$ cat config.mk
export PLATFORM = sky130hd
export DESIGN_NAME = weight_stream_sender
export DESIGN_NICKNAME = d
export VERILOG_FILES = /design/src/rtl/weight_stream_sender.sv
export SDC_FILE = /design/constraint.sdc
export NUM_CORES = 1
export LEC_CHECK = 0
export BUFFER_PORTS_ARGS = -buffer_cell sky130_fd_sc_hd__buf_4
export CAP_MARGIN = 20
export CORE_ASPECT_RATIO = 0.75
export CORE_UTILIZATION = 45
export DETAILED_ROUTE_END_ITERATION = 8
export PLACE_DENSITY = 0.8
export REMOVE_ABC_BUFFERS = 1
export SLEW_MARGIN = 20
export SYNTH_ARGS = -nofsm -noshare
export SYNTH_HDL_FRONTEND = slang
export SYNTH_SLANG_ARGS = --single-unit
$ cat constraint.sdc
create_clock -name aclk -period 3.5 [get_ports aclk]
set_input_delay 0.175 -clock aclk [delete_from_list [all_inputs] [get_ports aclk]]
set_output_delay 0.175 -clock aclk [all_outputs]
set_load 0.1 [all_outputs]
$ cat src/rtl/weight_stream_sender.sv
// Transmit end of the layer weight-load channel: tags each upstream weight with its neuron index
// and closes the load with a terminator beat. Optional WSEND_CKSUM_EN adds a running cksum output.
module weight_stream_sender #(
  parameter int NEURONS = 20,
  parameter int IDX_W   = 5
) (
  input  logic        aclk,
  input  logic        aresetn,
  input  logic        start,
  input  logic [3:0]  input_dim,
  input  logic        s_tvalid,
  output logic        s_tready,
  input  logic [15:0] s_tdata,
  input  logic        s_tlast,
  output logic [15:0] w_tdata,
  output logic [7:0]  w_tid,
  output logic        busy,
  output logic        done,
`ifdef WSEND_CKSUM_EN
  output logic        err,
  output logic [15:0] cksum
`else
  output logic        err
`endif
);

  typedef enum logic [1:0] {
    IDLE = 2'd0,
    SEND = 2'd1,
    TERM = 2'd2,
    DONE = 2'd3
  } state_t;

  state_t           state_r, state_s;
  logic [3:0]       dim_r;
  logic [IDX_W-1:0] n_r;
  logic [3:0]       k_r;
  logic [15:0]      w_tdata_r;
  logic [7:0]       w_tid_r;
  logic             busy_r, done_r, err_r;
  logic             start_ok_s, accept_s, k_wrap_s, last_s, frame_err_s;

  // Next-state decode plus accept/last-beat/framing qualifiers
  always_comb begin
    state_s     = state_r;
    start_ok_s  = 1'b0;
    accept_s    = 1'b0;
    k_wrap_s    = 1'b0;
    last_s      = 1'b0;
    frame_err_s = 1'b0;
    case (state_r)
      IDLE: begin
        if (start) begin
          start_ok_s = 1'b1;
          state_s    = (input_dim != 4'd0) ? SEND : TERM;
        end else begin
          state_s = IDLE;
        end
      end
      SEND: begin
        accept_s = s_tvalid;
        k_wrap_s = (k_r == (dim_r - 4'd1));
        last_s   = k_wrap_s && (n_r == IDX_W'(NEURONS - 1));
        if (accept_s) begin
          frame_err_s = (s_tlast != last_s);
          state_s     = last_s ? TERM : SEND;
        end else begin
          state_s = SEND;
        end
      end
      TERM:    state_s = DONE;
      DONE:    state_s = IDLE;
      default: state_s = IDLE;
    endcase
  end

  // State register
  always_ff @(posedge aclk or negedge aresetn) begin
    if (!aresetn) begin
      state_r <= IDLE;
    end else begin
      state_r <= state_s;
    end
  end

  // Registered beat outputs, neuron-major counters and status flags
  always_ff @(posedge aclk or negedge aresetn) begin
    if (!aresetn) begin
      dim_r     <= 4'd0;
      n_r       <= '0;
      k_r       <= 4'd0;
      w_tdata_r <= 16'h0000;
      w_tid_r   <= 8'h00;
      busy_r    <= 1'b0;
      done_r    <= 1'b0;
      err_r     <= 1'b0;
    end else begin
      w_tid_r <= 8'h00;
      done_r  <= (state_r == DONE);
      busy_r  <= (state_s != IDLE);
      if (start_ok_s) begin
        dim_r <= input_dim;
        err_r <= 1'b0;
        n_r   <= '0;
        k_r   <= 4'd0;
      end
      if (accept_s) begin
        w_tdata_r <= s_tdata;
        w_tid_r   <= {3'b100, n_r};
        if (k_wrap_s) begin
          k_r <= 4'd0;
          n_r <= n_r + IDX_W'(1);
        end else begin
          k_r <= k_r + 4'd1;
        end
        if (frame_err_s) begin
          err_r <= 1'b1;
        end
      end
      if (state_r == TERM) begin
        w_tid_r   <= 8'h40;
        w_tdata_r <= 16'h0000;
      end
    end
  end

`ifdef WSEND_CKSUM_EN
  logic [15:0] cksum_r;

  // Modulo-2^16 running sum of accepted weights for the current load
  always_ff @(posedge aclk or negedge aresetn) begin
    if (!aresetn) begin
      cksum_r <= 16'h0000;
    end else if (start_ok_s) begin
      cksum_r <= 16'h0000;
    end else if (accept_s) begin
      cksum_r <= cksum_r + s_tdata;
    end else begin
      cksum_r <= cksum_r;
    end
  end

  assign cksum = cksum_r;
`endif

  assign s_tready = (state_r == SEND);
  assign w_tdata  = w_tdata_r;
  assign w_tid    = w_tid_r;
  assign busy     = busy_r;
  assign done     = done_r;
  assign err      = err_r;

endmodule

; Word-level counts from Yosys, hierarchy flattened
; Index checks and enable logic that the tools add are counted.
; Widths: inputs -> output; s select.
[word_totals]
input_bits = 25
register_bits = 42
word_cells = 48
output_inout_bits = 28
[op_classes]
add_sub_neg = 3
n_eq_ne = 6
reduce_logical = 6
n_mux = 24
[op_table]
columns = op, count
row1 = $mux 16, 2
row2 = $mux 8, 2
row3 = $mux 5, 3
row4 = $mux 4, 3
row5 = $mux 1, 9
row6 = $mux 2, 4
row7 = $pmux 2 s4, 1
row8 = $reduce_bool 2->1, 3
row9 = $add 5x1->5 const B, 1
row10 = $eq 5x5->1 const B, 1
row11 = $add 4x1->4 const B, 1
row12 = $eq 2x2->1 const B, 2
row13 = $eq 4x4->1, 1
row14 = $reduce_bool 4->1, 1
row15 = $sub 4x1->4 const B, 1
row16 = $eq 2x1->1 const B, 1
row17 = $logic_not 2->1, 1
row18 = $logic_and 1x1->1, 1
row19 = $ne 1x1->1, 1

; Longest topological paths before layout
; Gate-level depths: netlist (run 1).
[depth]
depth_word = 8
ltp_mapped = 7
depth_no_buf = 7

; Worst setup path before layout (run 1)
; OpenSTA, ideal clock, no wires.
[synth_path]
path_type = register to register
start = reg state_r[1]
end = reg k_r[2]
required_time_ps = 3416
t_arrival_ps = 2297
slack_ps = 1119
setup_ps = 84
path_stages_with_launch = 8
path_cell_list = dfrtp_1 nor2b_1 clkbuf_1 nand2_1 inv_1 clkbuf_1 nand3b_1 a21boi_0
[synth_via]
elab_chain_cells = 4
[synth_rtl]
columns = element, line_no
row1 = start: declaration, 34  ; state_t state_r, state_s;
row2 = start signal: assignment, 82  ; state_r <= state_s;
row3 = $eq 2x1->1 *, n/a
row4 = named net s_tready, 12  ; output logic s_tready,
row5 = $mux 1, 51  ; case (state_r)
row6 = $mux 4, 110  ; if (k_wrap_s) begin
row7 = $mux 4, 107  ; if (accept_s) begin
row8 = end signal: assignment, 114  ; k_r <= k_r + 4'd1;
row9 = end: declaration, 37  ; logic [3:0] k_r;
; Mark *: on every way through the listed nets, which the timed path passes. The rest lies on a longest branch.
; A chain may end at the register's enable or synchronous reset.

; Worst setup path after layout (run 1)
[layout_path]
start = reg state_r[1]
end = reg n_r[4]
[layout_via]
elab_chain_cells = 5
[layout_rtl]
columns = element, line_no
row1 = $logic_not 2->1, 51
row2 = $mux 1, 51
row3 = $mux 5, 101  ; if (start_ok_s) begin
row4 = $mux 5, 110
row5 = $mux 5 *, 107
row6 = end signal: assignment, 112  ; n_r <= n_r + IDX_W'(1);
row7 = end: declaration, 36  ; logic [IDX_W-1:0] n_r;
; Mark *: on every way between the ends. The rest lies on a longest branch, timed or not.

==> results of run 1 <==
-- cell families (layout without fill, tap and decap cells) --
group,count (synthesis),after routing,share of synthesized area
buffers and inverters,16,68,0.03597
xor gates and xnor gates,6,6,0.03808
DFF,41,41,0.5783
other,1,1,0.002114
AOI/OAI and AO/OA,19,19,0.06628
adders and majority gates,3,3,0.02116
muxes,1,1,0.005642
and+or+nand+nor,95,95,0.2525
-- placed cells by master (no fill, tap or decap), drive strengths merged --
master	instances
nor3	3
a21oi	1
clkinvlp	1
clkinv	1
a31oi	1
and3	5
a21boi	1
dfrtp	41
o21ai	10
xnor2	3
clkbuf	5
nand2	49
nand2b	3
a31o	1
ha	3
and2	1
dlygate4sd3	1
nor2b	1
nand3b	1
or2	1
or3b	1
mux2i	1
nor4b	1
or2b	1
xor3	1
bufinv	1
a32o	1
buf	52
conb	1
o211ai	2
nor2	5
nand3	22
inv	7
nor4	1
o31ai	2
xor2	2
-- where the power goes --
group	switching [mW]	internal, mW
Clock	0.164	0.213
Sequential	0.0830	0.572
Combinational	0.549	0.232
Total	0.797	1.02
-- Yosys cell counts (2+ instances only) --
cell / n
nand2_1: 48
dfrtp_1: 41
nand3_1: 21
o21ai_0: 9
inv_1: 7
clkbuf_1: 6
and3_1: 5
nor2_1: 5
ha_1: 3
nand2b_1: 3
xnor2_1: 3
buf_1: 2
nor3_1: 2
o211ai_1: 2
o31ai_1: 2
xor2_1: 2
-- worst paths after layout --
check / slack (ns) / end / cells after the start / startpoint
worst max-delay path: 1.07 / n_r[4] / 7 / state_r[1]
worst min-delay path: 0.07 / w_tdata[11] / 3 / s_tdata[11]
worst max register to register: 1.07 / n_r[4] / 7 / state_r[1]
worst min register to register: 0.50 / w_tdata[10] / 2 / w_tdata[10]
max in group asynchronous: 2.77 / dim_r[0] / 2 / aresetn
min in group asynchronous: 0.39 / n_r[3] / 2 / aresetn
-- final cells by class --
type | count | area [um2] | share of cell area
clock inverter | 3 | 46.29 | 0.01998
sequential | 41 | 1026 | 0.4428
tap | 52 | 65.06 | 0.02808
clock buffer | 5 | 68.82 | 0.02970
timing repair buffer | 53 | 400.4 | 0.1728
inverter | 7 | 26.28 | 0.01134
multi-input combinational | 125 | 684.4 | 0.2954
-- state kept, by name, summed over array words and instances, names as in the netlist --
signal	flops
busy	1
dim_r	4
done	1
err	1
k_r	4
n_r	5
state_r	2
w_tdata	16
w_tid	7
-- metrics by stage --
stage | area [um2] | total power [mW] | hold slack [ns]
finish | 2317 | 1.815 | 0.06917
global route | 2317 | 1.904 | 0.06112
detailed placement | 2192 | 1.449 | 0.1793
global placement | 2192 | 1.433 | 0.1814
floorplan | 1737 | 1.267 | -0.1206
CTS | 2317 | 1.831 | 0.06165
-- what timing repair did --
item | 4_1_cts | 5_1_grt
resized for setup | 0 | 0
hold endpoints to repair | 41 | 0
hold buffers | 1 | 0
buffers inserted | 0 | 0
-- per-layer routing --
metal,vias up,global-route usage
li1,702,-
met4,0,0.06469
met2,49,0.2870
met5,-,0
met1,689,0.2317
met3,4,0.04847
-- worst min-delay path, cell delays in order --
cell	delay, ns
buf_4	0.07
nand2_1	0.04
nand2_1	0.04
==> metrics.yaml, run 1 <==
worst-endpoint-arrival_ns: 2.60
syn_area_per_cell_um2: 9.748
path_class: "register to register"
cp_max_fo: 24
hpwl_um: 2596
required_ns: 3.67
tritoncts: "done"
fmax_mhz: 411.6
setup_tns_ns: 0
grt_pass1_wl_um: 5658
wl_met2_um: 1648
first_pass_iters: 4
min_period_over_period: 0.6941
rsz0062_at_grt: "no"
fin_util: 0.6248
finClkSkew_ns: 0.006862
synth_top_flop_cell: "dfrtp_1"
antenna_left: 0
maxSlewViolCount: 0
layout.cells.non_filler: 286
crit_chain: "nor2b_1 -> nand2_1 -> buf_4 -> inv_1 -> nand3_2 -> o211ai_1 -> o31ai_1"
cts.sink_count: 41
cts_buffers: 5
max_stage_delay_ns: 0.52
gp_congestion: 0.7721
top_layer_used: "met4"
seq_area_frac_synth: 0.5783
cts-htree-levels: 2
fin_ws_ns: 1.071
finalWirelength_um: 3563
die_area_mm2: 0.004201
wl_met1_um: 1668
area_growth_pct: 30.61
die-width_um: 74.51
drt-vias-per-instance: 5.049
io_buffer_count: 51
hp-class: "input port to register"
end_kind: "register"
pin_count: 53
ys_warn_count: 0
hold_viol_final: 0
synthArstFlopShare: 1.000
pre_cts_slack_ns: 1.078
clk_pin_slew_ns: 0.08
tightest_slew_ns: 0.6781
initial_core_util: 0.4784
setup_viol: 0
clockRootBuffer: "clkbuf_8"
post-place-cells: 277
grt_max_degree: 42
drive_above_1_share: 0.2778
ys_ff_latch: 41
clockBufferDepth: 2
row_count: 19
synthCells: 182
path_delay_family: "simple AND/OR/NAND/NOR gates"
grt_pass1_vias: 1327
wire_per_inst_um: 12.46
timing.slew.headroom: 0.5474
core_area_mm2: 0.003709
gr-usage-all-layers: 0.1792
drc: 0
synth_top_cell_area_share: 0.5783
period_needed_ns: 2.429
nFillCells: 334
synth_largest_area_cell: "dfrtp_1"
power_density_mw_per_mm2: 783.1
wl_met3_um: 225
status: "complete, no violations"
p_leak_nw: 1.190
final_nets: 261
crit_slowest_cell: "inv_1"
grt.overflow.total: 0
diodes: 0
cap_violations: 0
path_buf_inv: 2
dr_total_vias: 1444
synth-edff-count: 0
syn_area_mm2: 0.001774
synthTopCellsByArea: "dfrtp_1, nand2_1, nand3_1, o21ai_0, ha_1"
vdd_drop_max_mv: 0.4250
antenna_found_initial: 0
dieHeight_um: 56.38
startpoint_type: "register"
drt_iter0_drc: 85
clkLatencyLatePin_ns: 0.29
yosysUniqueCellTypes: 37
Power figures use the tool's default switching activity.
==> run 2: changes to the inputs <==
- clock period: 3.5 -> 2.35 ns (I/O delays scaled with it)
==> metrics.yaml, run 2 (synthesized netlist as in run 1, its figures left out) <==
largest_reg_flops: 16  # unchanged
final_nets: 264  # +1.1%
r2r_start: "dim_r[0]"
max_stage_delay_ns: 0.40  # -0.12 ns
sequentialPowerShare: 0.378  # +0.017
die-width_um: 74.51  # unchanged
clockBufferDepth: 2  # unchanged
fmax_mhz: 508.5  # +24%
multi_input_area_um2: 684.4  # unchanged
drt-vias-per-instance: 4.986  # -1.2%
hpwl_um: 2605  # +0.36%
fin_area_mm2: 0.002298  # -0.81%
r2r-end: "busy"
drt_iter0_drc: 63  # -26%
gr-usage-all-layers: 0.1978  # +0.01861
dieHeight_um: 56.38  # unchanged
hp-class: "input port to register"
required_ns: 2.51  # -1.16 ns
clkLatencyLatePin_ns: 0.29  # about the same
grt_max_degree: 42  # unchanged
drc: 0  # unchanged
clockPowerShare: 0.161  # -0.047
grt_pass1_vias: 1365  # +2.9%
clk_pin_slew_ns: 0.07  # about the same
cts_buffers: 5  # unchanged
path_delay_family: "simple AND/OR/NAND/NOR gates"
pin_count: 53  # unchanged
maxSlewViolCount: 0  # unchanged
fin_util: 0.6198  # -0.005060
crit_slowest_cell: "dfrtp_1"
first_pass_iters: 4  # unchanged
path_class: "register to register"
power_mw: 2.561  # +41%
p_int_mw: 1.401  # +38%
p_comb_frac: 0.461  # +0.030
cts.sink_count: 41  # unchanged
end_kind: "register"
p_sw_frac: 0.4530  # +0.01384
setup_tns_ns: 0  # unchanged
layout_commonest_cell: "buf_4"
cts-htree-levels: 2  # unchanged
die_area_mm2: 0.004201  # unchanged
cp_max_fo: 6  # -75%
p_sw_mw: 1.160  # +46%
path_buf_inv: 1  # -1
rsz0062_at_grt: "no"
antenna_left: 0  # unchanged
cap_violations: 0  # unchanged
grt.overflow.total: 0  # unchanged
place_area_mm2: 0.002215  # +1.0%
r2r_slack_ns: 0.38  # -0.69 ns
rr_worst_depth: 7  # unchanged
tritoncts: "done"
period_needed_ns: 1.966  # -0.4629 ns
core_area_mm2: 0.003709  # unchanged
holdWs_ns: 0.01483  # -0.05434 ns
ff_latch_area_mm2: 0.001026  # unchanged
hold_depth: 3  # unchanged
tightest_slew_ns: 0.5191  # -0.1590 ns
drive_above_1_share: 0.2809  # +0.003073
io_buffer_count: 51  # unchanged
holdPathEnd: "w_tdata[4]"
status: "complete, no violations"
diodes: 0  # unchanged
dr_total_vias: 1431  # -0.90%
finClkSkew_ns: 0.003300  # -0.003562 ns
cts_resized: 0  # unchanged
finalWirelength_um: 3640  # +2.2%
startpoint_type: "register"
row_count: 19  # unchanged
crit_chain: "inv_1 -> ha_1 -> xor3_1 -> nor3_2 -> nand2_2 -> o21ai_1 -> or3b_1"
worst-endpoint-arrival_ns: 2.13  # -0.47 ns
gp_congestion: 0.8348  # +8.1%
grt_pass1_wl_um: 6251  # +10%
hp-start: "s_tdata[4]"
min_period_over_period: 0.8368  # +0.1427
power_density_mw_per_mm2: 1114  # +42%
initial_core_util: 0.4784  # unchanged
nFillCells: 338  # +1.2%
hold_viol_final: 0  # unchanged
timing.slew.headroom: 0.6491  # +0.1017
wire_per_inst_um: 12.68  # +1.8%
vdd_drop_max_mv: 0.6069  # +43%
setup_viol: 0  # unchanged
layout_common_cells: "buf_4, nand2_1, dfrtp_1"
clockRootBuffer: "clkbuf_8"
antenna_found_initial: 0  # unchanged
p_leak_nw: 1.189  # -0.11%
area_growth_pct: 29.55
run 2: changes by cell type in the layout (fill, tap and decap cells not counted):
cell / change
bufinv_16: -1
clkinv_4: -1
buf_4: +3
clkinvlp_4: -1
clkinv_2: +1
run 2: cell type report:
type | instances | area share
Inverter | 7 | 0.01143
Clock buffer | 5 | 0.02994
Sequential cell | 41 | 0.4464
Clock inverter | 1 | 0.002177
Multi-Input combinational cell | 125 | 0.2978
Timing Repair Buffer | 56 | 0.1840
Tap cell | 52 | 0.02831
run 2: per-layer routing:
layer  GRT usage  wire length, um
met1      0.2810             1764
met2      0.2934             1632
met3     0.05206              211
met4     0.06469               31
met5           0                0
run 2: tightest hold or removal path: stages:
cell and delay (ns):
buf_4 0.07, nand2_1 0.04, nand2_1 0.04
run 2: worst max path at each step:
stage / slack [ns] / start / cells after the start / to
finish: 0.38 / dim_r[0] / 7 / busy
global route: 0.24 / dim_r[0] / 7 / busy
CTS: 0.36 / dim_r[0] / 7 / busy
detailed placement: 0.37 / dim_r[0] / 7 / busy
global placement: 0.47 / dim_r[0] / 7 / busy
floorplan: -1.53 / state_r[1] / 6 / n_r[4]
run 2: power by group through the flow:
| stage | logic [mW] | registers (mW) | clock network (mW) |
|---|---|---|---|
| floorplan | 0.460 | 1.43 | 0 |
| global placement | 1.16 | 0.974 | 0 |
| detailed placement | 1.18 | 0.983 | 0 |
| CTS | 1.19 | 0.968 | 0.429 |
| global route | 1.28 | 0.989 | 0.454 |
| finish | 1.18 | 0.969 | 0.412 |
run 2: through the flow:
stage               setup WS, ns  std cells
floorplan                 -1.533        173
CTS                       0.3646        287
global route              0.2375        287
detailed placement        0.3736        280
finish                    0.3835        287
global placement          0.4702        280
run 2: repair_timing:
item,CTS,global route
endpoints found under the hold margin,41,0
setup buffers,0,0
hold buffers,1,0
==> run 3: changes to the inputs <==
- ABC_AREA: default -> 1
- PLACE_DENSITY: 0.8 -> 0.81
- clock period: 2.35 -> 1.8 ns (I/O delays scaled with it)
==> metrics.yaml, run 3 <==
seq_area_frac_synth: 0.5084  # -0.06991
finalWirelength_um: 4492  # +23%
period_needed_ns: 1.705  # -0.2615 ns
drc: 0  # unchanged
finClkSkew_ns: 0.005793  # +0.002493 ns
die-width_um: 79.33  # +6.5%
syn_area_mm2: 0.002018  # +14%
cts.sink_count: 41  # unchanged
required_ns: 1.99  # -0.52 ns
grt_max_degree: 42  # unchanged
holdWs_ns: 0.008905  # -0.005927 ns
grt.overflow.total: 0  # unchanged
tightest_slew_ns: 0.5617  # +0.04265 ns
end_kind: "register"
pin_count: 53  # unchanged
startpoint_type: "register"
yosysUniqueCellTypes: 29  # -22%
first_pass_iters: 4  # unchanged
fin_ws_ns: 0.09505  # -0.2885 ns
cap_violations: 0  # unchanged
clkLatencyLatePin_ns: 0.28  # about the same
cp_max_fo: 7  # +1
hpwl_um: 3182  # +22%
path_buf_inv: 3  # +2
core_area_mm2: 0.004179  # +13%
synth_top_flop_cell: "dfrtp_1"
synthTopCellsByArea: "dfrtp_1, nand2_1, inv_1, o21ai_2, o21ai_0"
min_period_over_period: 0.9472  # +0.1104
status: "complete, no violations"
dr_total_vias: 1632  # +14%
path_delay_family: "simple AND/OR/NAND/NOR gates"
layout_commonest_cell: "nand2_1"
synthTopCellsByCount: "nand2_1, inv_1, dfrtp_1"
dieHeight_um: 60.00  # +6.4%
die_area_mm2: 0.004759  # +13%
syn_area_per_cell_um2: 8.699  # -11%
fmax_mhz: 586.5  # +15%
gr-usage-all-layers: 0.1987  # +0.0009283
wire_per_inst_um: 12.91  # +1.8%
path_class: "register to register"
synth-edff-count: 0  # unchanged
synth_largest_area_cell: "dfrtp_1"
largest_reg_flops: 16  # unchanged
setup_tns_ns: 0  # unchanged
ys_ff_latch: 41  # unchanged
grt_pass1_vias: 1584  # +16%
tritoncts: "done"
layout.cells.non_filler: 348  # +21%
hp-class: "input port to register"
antenna_left: 0  # unchanged
clockBufferDepth: 2  # unchanged
crit_chain: "inv_1 -> ha_2 -> inv_1 -> nand2_1 -> nand2_2 -> nand3_4 -> nor2_8 -> nand2_4 -> nor2_8 -> nand3_2 -> nand2_1 -> inv_1"
drive_above_1_share: 0.3072  # +0.02632
post-place-cells: 334  # +19%
power_density_mw_per_mm2: 1856  # +67%
io_buffer_count: 51  # unchanged
vdd_drop_max_mv: 0.9887  # +63%
area_growth_pct: 29.45  # about the same
final_nets: 320  # +21%
hold_viol_final: 0  # unchanged
ys_warn_count: 0  # unchanged
timing.slew.headroom: 0.6241  # -0.02498
crit_top_cell: "inv_1"
clockRootBuffer: "clkbuf_8"
max_stage_delay_ns: 0.40  # about the same
clk_pin_slew_ns: 0.08  # about the same
worst-endpoint-arrival_ns: 1.89  # -0.24 ns
pre_cts_slack_ns: 0.06816  # -0.3055 ns
layout_common_cells: "nand2_1, buf_4, inv_1"
p_leak_nw: 1.397  # +17%
synthCells: 232  # +27%
synthArstFlopShare: 1.000  # unchanged
setup_viol: 0  # unchanged
synth_top_cell_area_share: 0.5084  # -0.06991
cts_buffers: 5  # unchanged
antenna_found_initial: 0  # unchanged
diodes: 0  # unchanged
nFillCells: 342  # +1.2%
row_count: 20  # +1
maxSlewViolCount: 0  # unchanged
initial_core_util: 0.4829  # +0.004527
drt_iter0_drc: 58  # -7.9%
cts-htree-levels: 2  # unchanged
gp_congestion: 0.8182  # -2.0%
crit_slowest_cell: "dfrtp_1"
drt-vias-per-instance: 4.690  # -5.9%
synth.most_common_cell: "nand2_1"
grt_pass1_wl_um: 7093  # +13%
run 3: report_power, final:
group	total (mW)	switching (mW)	internal (mW)
combinational	2.72	2.01	0.705
sequential	1.38	0.205	1.18
clock	0.750	0.298	0.452
run 3: worst paths after layout:
check                                 start     endpoint  slack, ns  depth (start not counted)
worst min register to register   state_r[1]         done       0.50                          2
worst min-delay path            s_tdata[14]  w_tdata[14]      0.009                          3
worst max-delay path               dim_r[1]       n_r[4]        0.1                         12
worst max register to register     dim_r[1]       n_r[4]        0.1                         12
max in group asynchronous           aresetn   w_tdata[7]       1.09                          2
min in group asynchronous           aresetn     dim_r[3]       0.34                          2
run 3: what timing repair did:
item | 4_1_cts | 5_1_grt
hold buffers | 1 | 1
hold endpoints to repair | 41 | 1
setup endpoints to repair | 0 | 7
setup buffers | 0 | 4
resized for setup | 0 | 3
run 3: per-layer routing:
metal	wire length [um]	up-vias	part of all wire	global-route usage
li1	-	836	-	-
met1	1996	754	0.44	0.2632
met2	2259	36	0.50	0.3264
met3	162	6	0.036	0.04427
met4	73	0	0.016	0.06753
met5	0	-	0	0
run 3: metrics by stage:
stage          utilization  area (um2)  total power, mW
5_1_grt             0.6252        2613            5.131
3_3_place_gp        0.5841        2441            3.927
3_5_place_dp        0.5841        2441            4.007
2_1_floorplan            -        1982            3.438
6_report            0.6252        2613            4.850
4_1_cts             0.6144        2567            4.762
run 3: cell families (layout without fill, tap and decap cells):
kind of cell	Yosys count	in the layout	share of synthesized area
buffers and inverters	51	112	0.1048
XOR/XNOR	4	4	0.01736
flip-flops	41	41	0.5084
adder cells (fa/ha/maj)	3	3	0.01860
AO/OA/AOI/OAI	30	30	0.09982
AND/OR/NAND/NOR	102	102	0.2492
other	1	1	0.001858
run 3: cell type report:
cell class | count | area [um2] | share of cell area
Clock inverter | 1 | 30.03 | 0.01149
Timing Repair Buffer | 58 | 440.4 | 0.1686
Inverter | 46 | 175.2 | 0.06705
Clock buffer | 7 | 86.33 | 0.03305
Sequential cell | 41 | 1026 | 0.3927
Multi-Input combinational cell | 140 | 785.8 | 0.3008
Tap cell | 55 | 68.82 | 0.02634
run 3: worst min-delay path, cell delays in order:
cell,delay [ns]
buf_4,0.08
nand2_1,0.05
o21ai_2,0.05
